===== config.mk =====
export PLATFORM = sky130hd
export DESIGN_NAME = des_block_packer
export DESIGN_NICKNAME = d
export VERILOG_FILES = /design/src/rtl/des_block_packer_pkg.sv /design/src/rtl/des_block_packer.sv
export SDC_FILE = /design/constraint.sdc
export NUM_CORES = 1
export LEC_CHECK = 0
export BUFFER_PORTS_ARGS = -buffer_cell sky130_fd_sc_hd__buf_2
export CAP_MARGIN = 20
export CORE_ASPECT_RATIO = 1.2
export CORE_MARGIN = 1.5
export CORE_UTILIZATION = 31
export DETAILED_ROUTE_END_ITERATION = 6
export GPL_ROUTABILITY_DRIVEN = 0
export SLEW_MARGIN = 20
export SYNTH_ARGS = -nofsm -noshare
export SYNTH_HDL_FRONTEND = slang
export SYNTH_SLANG_ARGS = --single-unit
export TNS_END_PERCENT = 50

===== constraint.sdc =====
create_clock -name clk_i -period 9.4 [get_ports clk_i]
set_input_delay 1.88 -clock clk_i [delete_from_list [all_inputs] [get_ports clk_i]]
set_output_delay 1.88 -clock clk_i [all_outputs]
set_load 0.02 [all_outputs]

===== src/rtl/des_block_packer_pkg.sv =====
// Shared constants, state encoding and padding helper for the DES block packer.
// Blocks use DES bit numbering: DES bit 0 is the MSB, so the first byte occupies [63:56].
package des_block_packer_pkg;

    localparam int BLOCK_W = 64;
    localparam int BYTE_W  = 8;
    localparam int LANES   = 8;

    typedef enum logic {
        ST_FILL = 1'b0,
        ST_PAD  = 1'b1
    } state_t;

    localparam logic [BLOCK_W-1:0] PAD_BLOCK = {LANES{8'h08}};

    // Overwrite lanes k..7 of a block holding k valid bytes (k in 1..7).
    function automatic logic [BLOCK_W-1:0] pad_tail(
        input logic [BLOCK_W-1:0] blk,
        input logic [3:0]         k,
        input logic               pad_en
    );
        logic [BLOCK_W-1:0] res;
        logic [BYTE_W-1:0]  fill;
        res  = blk;
        fill = pad_en ? {4'h0, 4'd8 - k} : '0;
        for (int i = 0; i < LANES; i++) begin
            if (4'(i) >= k) begin
                res[BLOCK_W-1-BYTE_W*i -: BYTE_W] = fill;
            end
        end
        return res;
    endfunction

endpackage


===== src/rtl/des_block_packer.sv =====
// Packs a byte stream into 64-bit DES blocks, latching key/mode per message and
// padding the final block. Output is a one-cycle valid pulse per block.
module des_block_packer
    import des_block_packer_pkg::*;
#(
    parameter bit PAD_EN = 1'b1
) (
    input  logic               clk_i,
    input  logic               reset_i,
    input  logic [BYTE_W-1:0]  byte_i,
    input  logic               byte_valid_i,
    input  logic               byte_last_i,
    output logic               byte_ready_o,
    input  logic               mode_i,
    input  logic [BLOCK_W-1:0] key_i,
    output logic [BLOCK_W-1:0] data_o,
    output logic               valid_o,
    output logic [BLOCK_W-1:0] key_o,
    output logic               mode_o,
    output logic               last_o
);

    state_t             state_reg, state_next;
    logic [2:0]         cnt_reg, cnt_next;
    logic               in_msg_reg, in_msg_next;
    logic               ready_reg, ready_next;
    logic [BLOCK_W-1:0] buf_reg, buf_next;
    logic [BLOCK_W-1:0] data_reg, data_next;
    logic               valid_reg, valid_next;
    logic               last_reg, last_next;
    logic [BLOCK_W-1:0] key_reg, key_next;
    logic               mode_reg, mode_next;

    logic [BLOCK_W-1:0] cur_block;
    logic [3:0]         k;
    logic               accept;

    // Buffered lanes with the incoming byte dropped into lane cnt.
    generate
        for (genvar gi = 0; gi < LANES; gi++) begin : g_lane
            assign cur_block[BLOCK_W-1-BYTE_W*gi -: BYTE_W] =
                (cnt_reg == 3'(gi)) ? byte_i : buf_reg[BLOCK_W-1-BYTE_W*gi -: BYTE_W];
        end
    endgenerate

    assign accept = byte_valid_i & ready_reg;
    assign k      = {1'b0, cnt_reg} + 4'd1;

    always_comb begin
        state_next  = state_reg;
        cnt_next    = cnt_reg;
        in_msg_next = in_msg_reg;
        ready_next  = ready_reg;
        buf_next    = buf_reg;
        data_next   = data_reg;
        valid_next  = 1'b0;
        last_next   = last_reg;
        key_next    = key_reg;
        mode_next   = mode_reg;

        case (state_reg)
            ST_FILL: begin
                ready_next = 1'b1;
                if (accept) begin
                    buf_next    = cur_block;
                    cnt_next    = cnt_reg + 3'd1;
                    in_msg_next = 1'b1;
                    if (!in_msg_reg && cnt_reg == 3'd0) begin
                        key_next  = key_i;
                        mode_next = mode_i;
                    end
                    if (byte_last_i) begin
                        in_msg_next = 1'b0;
                        cnt_next    = 3'd0;
                        valid_next  = 1'b1;
                        if (k == 4'd8) begin
                            data_next = cur_block;
                            if (PAD_EN) begin
                                // Full final block still needs a whole pad block after it.
                                last_next  = 1'b0;
                                state_next = ST_PAD;
                                ready_next = 1'b0;
                            end else begin
                                last_next = 1'b1;
                            end
                        end else begin
                            data_next = pad_tail(cur_block, k, PAD_EN);
                            last_next = 1'b1;
                        end
                    end else if (cnt_reg == 3'd7) begin
                        data_next  = cur_block;
                        valid_next = 1'b1;
                        last_next  = 1'b0;
                    end
                end
            end
            ST_PAD: begin
                data_next  = PAD_BLOCK;
                valid_next = 1'b1;
                last_next  = 1'b1;
                state_next = ST_FILL;
                ready_next = 1'b1;
            end
            default: begin
                state_next = ST_FILL;
                ready_next = 1'b1;
            end
        endcase
    end

    always_ff @(posedge clk_i or posedge reset_i) begin
        if (reset_i) begin
            state_reg  <= ST_FILL;
            cnt_reg    <= 3'd0;
            in_msg_reg <= 1'b0;
            ready_reg  <= 1'b0;
            buf_reg    <= '0;
            data_reg   <= '0;
            valid_reg  <= 1'b0;
            last_reg   <= 1'b0;
            key_reg    <= '0;
            mode_reg   <= 1'b0;
        end else begin
            state_reg  <= state_next;
            cnt_reg    <= cnt_next;
            in_msg_reg <= in_msg_next;
            ready_reg  <= ready_next;
            buf_reg    <= buf_next;
            data_reg   <= data_next;
            valid_reg  <= valid_next;
            last_reg   <= last_next;
            key_reg    <= key_next;
            mode_reg   <= mode_next;
        end
    end

    assign byte_ready_o = ready_reg;
    assign data_o       = data_reg;
    assign valid_o      = valid_reg;
    assign last_o       = last_reg;
    assign key_o        = key_reg;
    assign mode_o       = mode_reg;

endmodule


Word-level counts from Yosys, hierarchy flattened:

Index checks and enable logic that the tools add are counted.

* flip-flop bits (word level): 201
* logic and storage cells: 78
* output and inout bits: 132
* bits of input ports: 77

* bitwise logic cells: 2
* reductions and logical operators: 6
* eq/ne operators: 10
* multiplexer cells: 39
* add/subtract/negate cells: 3
* magnitude comparators: 8

Operators by type and width (count)
* 2-to-1 mux 64 bit: 4
* 2-to-1 mux 8 bit: 16
* case mux 64 bit (2 select lines): 1
* greater-or-equal comparator 3 x 4 -> 1 bit, first input constant: 4
* 2-to-1 mux 1 bit: 13
* == test 3 bit, second input constant: 4
* greater-or-equal comparator 1 x 4 -> 1 bit, first input constant: 2
* greater-or-equal comparator 2 x 4 -> 1 bit, first input constant: 2
* case mux 1 bit (2 select lines): 4
* == test 3 x 2 -> 1 bit, second input constant: 2
* adder 3 x 1 -> 4 bit, second input constant: 1
* == test 4 bit, second input constant: 1
* AND reduction 2 bit: 2
* subtractor 4 bit, first input constant: 1
* adder 3 x 1 -> 3 bit, second input constant: 1
* == test 3 x 1 -> 1 bit, second input constant: 1
* logical NOT 3 bit: 1
* 2-to-1 mux 3 bit: 1
* != test 3 bit, second input constant: 1
* AND reduction 3 bit: 1
* != test 2 bit, second input constant: 1
* AND 1 bit: 1
* logical AND 1 bit: 1
* logical NOT 1 bit: 1
* NOT 1 bit: 1

Depth between registers and ports, before layout:

Gate-level depths: netlist of the first run.

* word-level depth: 7
* depth in mapped cells: 10
* depth with buffers taken out: 7

Worst setup path after synthesis of the first run:

No wires, ideal clock.

* path type: in2reg
* from: input byte_valid_i
* to: register key_reg[40] (netlist: key_o[40])
* required time: 9.275 ns
* setup time: 0.125 ns
* buffers on the path: 2
* stages: 5
* data arrival time: 2.835 ns
* slack: 6.440 ns
* path through: nand3b_4 nor3_2 buf_4 buf_6 mux2_2

* longest elaborated chain between the ends: 2

RTL lines
* start, declared: RTL line des_block_packer.sv:11 `input logic byte_valid_i,`
* AND 1 bit: RTL line des_block_packer.sv:46 `assign accept = byte_valid_i & ready_reg;`
* AND reduction 3 bit (no line)
* end signal, assigned: RTL line des_block_packer.sv:132 `key_reg <= key_next;`
* end, declared: RTL line des_block_packer.sv:31 `logic [BLOCK_W-1:0] key_reg, key_next;`

Every way passes these cells.
A chain may end at the register's enable or synchronous reset.

Worst setup path in the final report of the first run:

* from: input byte_valid_i
* to: register key_reg[28] (netlist: key_o[28])

Same word-level chain as after synthesis.

==> results of run 1 <==
-- area by class of cell --
| class | count | area (um2) | area share [%] |
|---|---|---|---|
| clock inverters | 6 | 61.3 | 0.574 |
| clock buffers | 30 | 619 | 5.80 |
| inverters | 9 | 41.3 | 0.386 |
| well taps | 379 | 474 | 4.44 |
| multi-input cells | 434 | 3370 | 31.5 |
| flip-flops and latches | 201 | 5030 | 47.1 |
| repair buffers | 215 | 1090 | 10.2 |
-- worst max path at each step --
stage / to / depth (start not counted) / slack [ps]
4_1_cts: key_o[11] / 6 / 6010
3_5_place_dp: key_o[28] / 6 / 5470
5_1_grt: key_o[1] / 6 / 5900
2_1_floorplan: buf_reg[0] / 1 / 2040
3_3_place_gp: key_o[29] / 6 / 5500
6_report: key_o[28] / 6 / 5990
-- logic make-up after synthesis --
family,count (synthesis),share of synthesized area (%)
buf+inv,53,3.55
simple gates,136,7.13
compound gates,113,8.57
flops,201,57.8
fa+ha+maj,6,0.863
xor+xnor,3,0.302
mux,176,21.8
-- synth_stat cells, types with 5 or more instances --
cell,number,area share (%)
buf_4,10,0.86
buf_2,10,0.58
a32o_1,6,0.69
dfrtp_1,201,58
clkbuf_1,16,0.69
nor2_1,8,0.35
a22o_1,15,1.5
inv_1,8,0.35
o21ai_0,64,3.7
mux2_2,99,13
mux2_1,6,0.78
nor2b_1,7,0.50
nand2_1,90,3.9
mux2i_1,71,8.2
ha_1,6,0.86
nand3_1,9,0.52
buf_6,8,1.0
a21oi_1,5,0.29
-- worst max-delay path, cell delays in order --
cell      delay, ps
buf_2           140
nand3b_4         80
buf_4           300
nor3_4          220
buf_4           670
mux2_2          420
-- stage by stage --
stage	std cells	setup WS, ps	hold WS [ps]
3_5_place_dp	1238	5470	461
3_3_place_gp	1238	5500	453
4_1_cts	1274	6010	477
2_1_floorplan	688	2040	440
6_report	1274	5990	472
5_1_grt	1274	5900	497
-- power by group through the flow --
stage	Combinational (mW)	Clock, mW	Sequential, mW
global route	0.928	0.888	1.28
finish	0.852	0.829	1.24
CTS	0.866	0.857	1.25
global placement	0.853	0	1.25
floorplan	0.375	0	1.45
detailed placement	0.865	0	1.26
-- routing by layer --
layer / vias to the layer above / global-route usage (%) / share of wire (%)
li1: 2810 / - / -
met1: 2928 / 18.4 / 41
met2: 188 / 26.6 / 49
met3: 42 / 3.18 / 6.4
met4: 0 / 5.42 / 3.0
met5: - / 0 / 0
==> run metrics, run 1 <==
status completed; CP startpoint byte_valid_i; reg2reg path depth 7; Clk Latency, worst-skew pair 510 ps; Core Box Area 27700 um2; vias in the first global route 6026; Unique masters post-synth slightly above 50; Worst Path Max Fanout between 60 and 70; FF-to-FF End data_o[59]; Post-synth top flop dfrtp_1; Reg2Reg Setup Slack about 6100 ps; Avg Inst Size Synth 12.6 um2; Psw around 1000 uW; RSZ-0062 raised after global routing false; CTS tree built; Power Total approximately 2.9 mW; Bufs on Longest Clock Path 3; Sink Count between 200 and 250; wire length per cell roughly 17 um; Post-CTS Setup Inserts 0; Post-synth EDFFs 0; root buf cell clkbuf_16; Post-Route WL approximately 22 mm; Rows 67; worst hold path class flop to flop; layout cells sized above 1 about two fifths; layout filler cell count 2687; sequential power share between 40% and 50%; leakage 5.11 nW; fin nets 965; Die W about 160 um; Die ar. between 20000 and 30000 um2; Antenna Diode Count 0; pin count of the biggest net entering global routing 100; reg2reg start cnt_reg[0]; Residual DRC 0; placed cell area 10000 um2; post-cts sizing count 0; area delta synth->final 22.8%; Final Util 38.5%; Mapped Area between 8000 and 9000 um2; crit path capture type flop; switching part of the total between 30% and 40%; hold buffers post-CTS 0; final worst path period share 36.2%; worst slew pin tran just over 800 ps; Initial Util 31.4%; First-pass DRT Iterations 4; Final Hold Viols 0; fmax about 290 MHz; critical path required time about 9800 ps; flops & latches, synth between 200 and 250; clk slew on worst S/H paths 60 ps; Internal 1.95 mW; Setup-failing EPs final 0; worst hold path endpoint buf_reg[16]; Inserted Clock Buffers 21; Worst EP arrival ~3800 ps; number of warnings issued by yosys 0; post-DP HPWL around 15 mm; Remaining Overflow, GRT 0; pwr/cell area roughly 270 nW/um2; Syn Inst Count a little under 700; setup TNS 0 ps; FFs w/ async S/R, synth 100%; HP Start buf_reg[16]; Via Count between 5000 and 6000; first-pass GRT wire length 34.6 mm; CP Class input port to flop; I/O pin cnt 209; antenna violations before repair 0; CTS HTree Levels 1; IO buf count 208; Max VDD drop between 0.09 and 0.1 mV; commonest non-fill, non-tap cells in the layout 208 x buf_2, 201 x dfrtp_1, 99 x mux2_2, 90 x nand2_1, 71 x mux2i_1; most common cell after layout, fill and taps aside buf_2; max_cap viols 0; fin crit period 3410 ps; Routed Antenna Nets 0; relative slew slack approximately 45%; Gate power share around 29%; Clk pwr share ~28%; Net Count, Synth 771; Worst Clk Skew 10.6 ps; post-synthesis sequential area ratio 57.8%; Critical Path Source Type input port; Avg Vias per Cell roughly 4.7; Slew Limit Fails 0; final non-filler cell area approximately 11000 um2; hold depth 2; drt first-iter violations ~300; GRT Util Overall between 15 and 20%; Die H roughly 190 um
No activity file was read; power rests on OpenSTA's default activity.
==> inputs of run 2 (changes only) <==
==> constraint.sdc (replaced) <==
create_clock -name clk_i -period 3.35 [get_ports clk_i]
set_input_delay 0.67 -clock clk_i [delete_from_list [all_inputs] [get_ports clk_i]]
set_output_delay 0.67 -clock clk_i [all_outputs]
set_load 0.02 [all_outputs]
==> run metrics, run 2 (synthesis gave the netlist of run 1 again) <==
pwr/cell area 774 nW/um2; worst slew pin tran 688 ps; critical path required time between 3000 and 4000 ps; Inserted Clock Buffers 22; layout cells sized above 1 about two fifths; fmax ~380 MHz; pin count of the biggest net entering global routing between 100 and 150; RSZ-0062 raised after global routing false; Antenna Diode Count 0; hold buffers post-CTS 0; Setup-failing EPs final 0; Via Count approximately 6100; post-DP HPWL 16.4 mm; Final Hold Viols 0; vias in the first global route 6257; GRT Util Overall between 10% and 20%; Post-Route WL about 23 mm; Worst Path Max Fanout 18; Bufs on Longest Clock Path 3; CP Class flop to flop; Power Total around 8.4 mW; crit path capture type flop; Avg Vias per Cell between 4 and 5; Routed Antenna Nets 0; final worst path period share 79.2%; Die H ~190 um; clk slew on worst S/H paths 60 ps; DP Cell Count 1250; Rows 67; Reg2Reg Setup Slack a little under 700 ps; max_cap viols 0; Worst EP arrival 3080 ps; Fin Hold WS between 100 and 150 ps; Post-CTS Setup Inserts 0; Final Util 39.2%; reg2reg path depth 6; antenna violations before repair 0; CTS tree built; wire length per cell about 18 um; Die W 156 um; root buf cell clkbuf_16; fin crit period 2650 ps; Residual DRC 0; drt first-iter violations approximately 300; reg2reg start cnt_reg[0]; final non-filler cell area 10900 um2; CTS HTree Levels 1; status completed; worst hold path class input port to async pin; Die ar. ~29000 um2; Sink Count between 200 and 250; Remaining Overflow, GRT 0; FF-to-FF End data_o[55]; post-cts sizing count 0; Critical Path Source Type flop; first-pass GRT wire length between 30 and 40 mm; First-pass DRT Iterations 5; worst setup margin approximately 700 ps; area delta synth->final 25.1%; leakage 5.20 nW; Worst Setup Slack post-DPL ~710 ps; relative slew slack a little over half; Initial Util roughly a third; commonest non-fill, non-tap cells in the layout 208 x buf_2, 201 x dfrtp_1, 99 x mux2_2, 90 x nand2_1, 71 x mux2i_1; I/O pin cnt 209; Worst Clk Skew 17.3 ps; fin nets between 900 and 1000; setup TNS 0 ps; Max VDD drop approximately 0.32 mV; placed cell area just over 10000 um2; IO buf count 208; most common cell after layout, fill and taps aside buf_2; Layout Cells excl Fill roughly 1300; Slew Limit Fails 0; Clk Latency, worst-skew pair approximately 520 ps; Core Box Area about 28000 um2
-- run 2: metal layers --
layer / global-route usage [%] / wire length [um]
met5: 0 / 0
met4: 5.82 / 735
met1: 18.9 / 9190
met2: 26.9 / 11300
met3: 3.51 / 1660
-- run 2: final cells by class --
type | instances | area, um2
Inverter | 9 | 37.5
Sequential cell | 201 | 5030
Clock inverter | 7 | 103
Tap cell | 379 | 474
Clock buffer | 31 | 636
Multi-Input combinational cell | 434 | 3370
Timing Repair Buffer | 227 | 1230
Fill cell | 2668 | 16900
-- run 2: worst max path at each step --
stage,slack (ps),endpoint,from
3_3_place_gp,840,data_o[54],cnt_reg[0]
2_1_floorplan,80,buf_reg[0],reset_i
5_1_grt,450,data_o[54],cnt_reg[0]
6_report,700,data_o[55],cnt_reg[0]
3_5_place_dp,710,data_o[53],cnt_reg[0]
4_1_cts,690,data_o[53],cnt_reg[0]
-- run 2: report_power, final --
group	internal, mW	switching [mW]
Clock	1.48	0.991
Sequential	3.12	0.366
Combinational	1.02	1.44
-- run 2: worst max-delay path, cell delays in order, from the launching register on --
cell and delay, ps:
dfrtp_1 700, ha_1 370, ha_1 370, nor2b_1 170, o2111ai_1 500, nand2_1 230
o21ai_0 200
